[config.mk]
export PLATFORM = sky130hd
export DESIGN_NAME = edcg
export DESIGN_NICKNAME = d
export VERILOG_FILES = /design/src/rtl/edcg_pkg.sv /design/src/rtl/edcg_parity.sv /design/src/rtl/edcg.sv
export SDC_FILE = /design/constraint.sdc
export NUM_CORES = 1
export LEC_CHECK = 0
export BUFFER_PORTS_ARGS = -buffer_cell sky130_fd_sc_hd__buf_4
export CAP_MARGIN = 0
export CELL_PAD_IN_SITES_DETAIL_PLACEMENT = 0
export CELL_PAD_IN_SITES_GLOBAL_PLACEMENT = 1
export CORE_MARGIN = 2
export CORE_UTILIZATION = 34
export DETAILED_ROUTE_END_ITERATION = 7
export PLACE_DENSITY = 0.82
export SYNTH_ARGS = -nofsm -noshare
export SYNTH_HDL_FRONTEND = slang
export SYNTH_SLANG_ARGS = --single-unit
[constraint.sdc]
create_clock -name i_clk -period 0.9 [get_ports i_clk]
set_input_delay 0.045 -clock i_clk [delete_from_list [all_inputs] [get_ports i_clk]]
set_output_delay 0.045 -clock i_clk [all_outputs]
set_load 0.02 [all_outputs]
[src/rtl/edcg_pkg.sv]
// Shared constants and code definition for the SEC-DED Hamming(38,32) check-bit generator.
// Also used by the downstream corrector.
package edcg_pkg;

   localparam int DATA_W = 32;
   localparam int ECC_W  = 8;
   localparam int HAM_W  = 6;

   // Codeword position of each data bit: the non-power-of-two positions from 3 upward.
   localparam int unsigned POS [0:DATA_W-1] = '{
      3, 5, 6, 7,
      9, 10, 11, 12, 13, 14, 15,
      17, 18, 19, 20, 21, 22, 23, 24, 25, 26, 27, 28, 29, 30, 31,
      33, 34, 35, 36, 37, 38
   };

   // Data bits that contribute to Hamming check bit k.
   function automatic logic [DATA_W-1:0] pos_mask(input int unsigned k);
      logic [DATA_W-1:0] m;
      int unsigned       p;
      m = '0;
      for (int i = 0; i < DATA_W; i++) begin
         p    = POS[i];
         m[i] = ((p >> k) & 32'd1) != 32'd0;
      end
      return m;
   endfunction

   // G[5:0] Hamming bits, G[6] overall parity, G[7] data parity.
   function automatic logic [ECC_W-1:0] calc_g(input logic [DATA_W-1:0] d);
      logic [ECC_W-1:0] g;
      g = '0;
      for (int unsigned k = 0; k < HAM_W; k++) begin
         g[k] = ^(d & pos_mask(k));
      end
      g[7] = ^d;
      g[6] = g[7] ^ (^g[5:0]);
      return g;
   endfunction

endpackage

[src/rtl/edcg_parity.sv]
// Combinational check-bit generator: 32-bit data word to the 8 stored/compared ECC bits.
module edcg_parity
   import edcg_pkg::*;
(
   input  logic [DATA_W-1:0] id,
   output logic [ECC_W-1:0]  g
);

   logic [HAM_W-1:0] hamming;
   logic             data_par;

   generate
      for (genvar gi = 0; gi < HAM_W; gi++) begin : g_ham
         localparam logic [DATA_W-1:0] MASK = pos_mask(gi);
         assign hamming[gi] = ^(id & MASK);
      end
   endgenerate

   assign data_par = ^id;

   // Overall parity covers the data bits and all six Hamming bits.
   assign g = {data_par, data_par ^ (^hamming), hamming};

endmodule

[src/rtl/edcg.sv]
// ECC check-bit generator / syndrome checker: registers G (write) or G ^ IC (read)
// one cycle after each request.
module edcg
   import edcg_pkg::*;
(
   input  logic              i_clk,
   input  logic              i_rst_n,
   input  logic              i_req,
   input  logic              R,
   input  logic [ECC_W-1:0]  IC,
   input  logic [DATA_W-1:0] ID,
   output logic [ECC_W-1:0]  S,
   output logic              o_done
);

   logic [ECC_W-1:0] g;
   logic [ECC_W-1:0] s_next;

   edcg_parity u_parity (
      .id (ID),
      .g  (g)
   );

   assign s_next = R ? (g ^ IC) : g;

   always_ff @(posedge i_clk or negedge i_rst_n) begin
      if (!i_rst_n) begin
         S      <= '0;
         o_done <= 1'b0;
      end else begin
         if (i_req) begin
            S <= s_next;
         end
         o_done <= i_req;
      end
   end

endmodule

==> reports/metrics.yaml <==
layout:
  seq_area_um2: 225.2
  instances_no_fill: 228
  area_growth_pct: 117.5
  drive_above_1_share_pct: 76.09
  diodes: 0
  nets: 229
  multi_input_area_um2: 1319
  nFillCells: 187
die:
  ios: 53
  core_area_um2: 3028
  die_y_um: 60.23
  initial_utilization_pct: 35.50
  die_w_um: 60.23
  die-area_um2: 3627
  fp-row-count: 20
routing:
  wl_per_cell_um: 13.23
  first_pass_iters: 5
  viasPerCell: 4.316
  routed_wl_um: 3016
  drc_errors: 0
  postRouteAntennaNets: 0
  drtIter0Drc: 15
  vias: 984
status:
  status: "complete, but fails checks"
  violations: "negative setup slack"
cts:
  clk_pin_slew_ns: 0.06
  cts_root_buf: "clkbuf_4"
  cts_tree: "yes"
  htreeDepth: 1
  cts_buffers: 3
  cts.sinks: 9
  insertion_delay_ns: 0.26
  clockBufferDepth: 2
yosys:
  yosysTopAreaCellShare_pct: 35.04
  synth-seq-cells: 9
  synth_largest_area_cell: "xnor2_1"
  yosysSeqAreaShare_pct: 20.95
  avgSynthCellArea_um2: 11.20
  ys_async_sr_fraction_pct: 100.0
  synth.most_common_cell: "xnor2_1"
  synth_commonest_cells: "xnor2_1, xor2_1, dfrtp_1, nand2_1, xnor3_1"
  syn_area_um2: 1075
  netlist_instances: 96
  ys_warn_count: 0
  synth-edff-count: 0
  synthFlopType: "dfrtp_1"
  ys_top_cells_by_area: "xnor2_1, dfrtp_1, xnor3_1"
  ys_types: 12
  syn-num-nets: 140
sta:
  tightest_slew_ns: 0.2700
  rsz0062_at_grt: "true"
  worst_slack_ns: -0.6970
  finalHoldViolCount: 0
  min_period_over_period_pct: 177.4
  finalMaxSlewViolations: 0
  max_freq_ghz: 0.6262
  holdWs_ns: 0.02144
  finClkSkew_ns: 0
  layout_min_cycle_time_ns: 1.597
  slew_headroom_pct: 81.87
  setup_viol: 8
placement:
  gp_congestion: 0.7155
  place_inst: 220
  pre_cts_slack_ns: -1.009
  hpwl_um: 2150
  io_buffer_count: 52
global_route:
  grt_pass1_vias: 1055
  grt_pass1_wl_um: 4450
  grt_max_degree: 12
  grt_use_total_pct: 16.54
  grt_remaining_overflow: 0
  antenna_found_initial: 0
hold_path:
  worst_hold_path_type: "in2reg"
worst_setup_path:
  path_max_fanout: 2
  crit_path_end_kind: "flip-flop"
  critical_path_required_ns: 1.04
  startpoint_type: "input port"
  crit_type: "in2reg"
  arrival_ns: 1.74
power_and_ir_drop:
  power.density_nw_per_um2: 2016
  leakage_nw: 1.134
  ir_drop_v: 0.0009395
run:
  maxCapViolCount: 0
[layer usage]
metal  track usage (%)  vias up  share of wire [%]
met2             36.80       48                 60
li1                  -      474                  -
met3             1.299        4                6.7
met1             15.65      458                 32
met4             2.857        0                1.6
met5                 0        -                  0
[stage by stage]
stage          instance area [um^2]  total power, mW  setup TNS, ns  utilization [%]
3_5_place_dp                   1879            3.744         -6.217            62.07
6_report                       2337            4.711         -3.575            77.19
3_3_place_gp                   1879            3.670         -6.066            62.07
2_1_floorplan                  1226            2.717         -3.215                -
5_1_grt                        2337            4.979         -3.976            77.19
4_1_cts                        2210            4.514         -3.518            72.98
[sequential cells by signal, summed over array words and instances, names as in the netlist]
signal and flops:
S 8, o_done 1
[cells by family after synthesis]
logic type             synth area share, %
flip-flops                           20.95
AO/OA/AOI/OAI                       0.9314
multiplexers                         6.286
buffers and inverters               0.6978
XOR/XNOR                             67.64
AND/OR/NAND/NOR                      3.493
[worst max-delay path: stages]
cell and delay (ns):
buf_6 0.11, xnor2_2 0.15, xnor3_2 0.46, xnor2_2 0.20, xnor3_1 0.37, xnor2_1 0.14
mux2_4 0.26
[layout by cell type, fill, tap and decap left out, drive strengths merged]
cell	instances
xnor3	9
nor2	2
a21oi	2
buf	85
xor2	13
clkbuf	4
xnor2	45
dlygate4sd3	1
dfrtp	9
mux2	6
nand2	8
[layout make-up]
cell class / count / area share (%)
multi-input combinational: 85 / 56.42
timing repair buffer: 86 / 30.46
sequential: 9 / 9.636
tap: 44 / 2.355
clock buffer: 4 / 1.124
[where the power goes]
| group | switching [mW] | internal (mW) |
|---|---|---|
| sequential | 0.108 | 0.599 |
| clock | 0.137 | 0.171 |
| combinational | 1.41 | 2.29 |
[final timing paths]
| path | start | end | slack, ns | cells past startpoint |
|---|---|---|---|---|
| min in group asynchronous | i_rst_n | S[7]$_DFFE_PN0P_ | 0.15 | 2 |
| min reg2reg | S[5]$_DFFE_PN0P_ | S[5]$_DFFE_PN0P_ | 0.52 | 1 |
| max | ID[27] | S[6]$_DFFE_PN0P_ | -0.70 | 7 |
| max in group asynchronous | i_rst_n | S[5]$_DFFE_PN0P_ | 0.61 | 2 |
| min | i_req | o_done$_DFF_PN0_ | 0.02 | 1 |
| max reg2reg | S[6]$_DFFE_PN0P_ | S[6]$_DFFE_PN0P_ | 0.12 | 1 |
[timing repair]
item / CTS / global route
setup endpoints to repair: 8 / 8
endpoints found under the hold margin: 9 / 0
gates resized for setup: 42 / 16
pin swaps: 27 / 12
buffers inserted: 7 / 2
hold buffers: 1 / 0
Note: power is estimated with default switching activity, not from simulation.
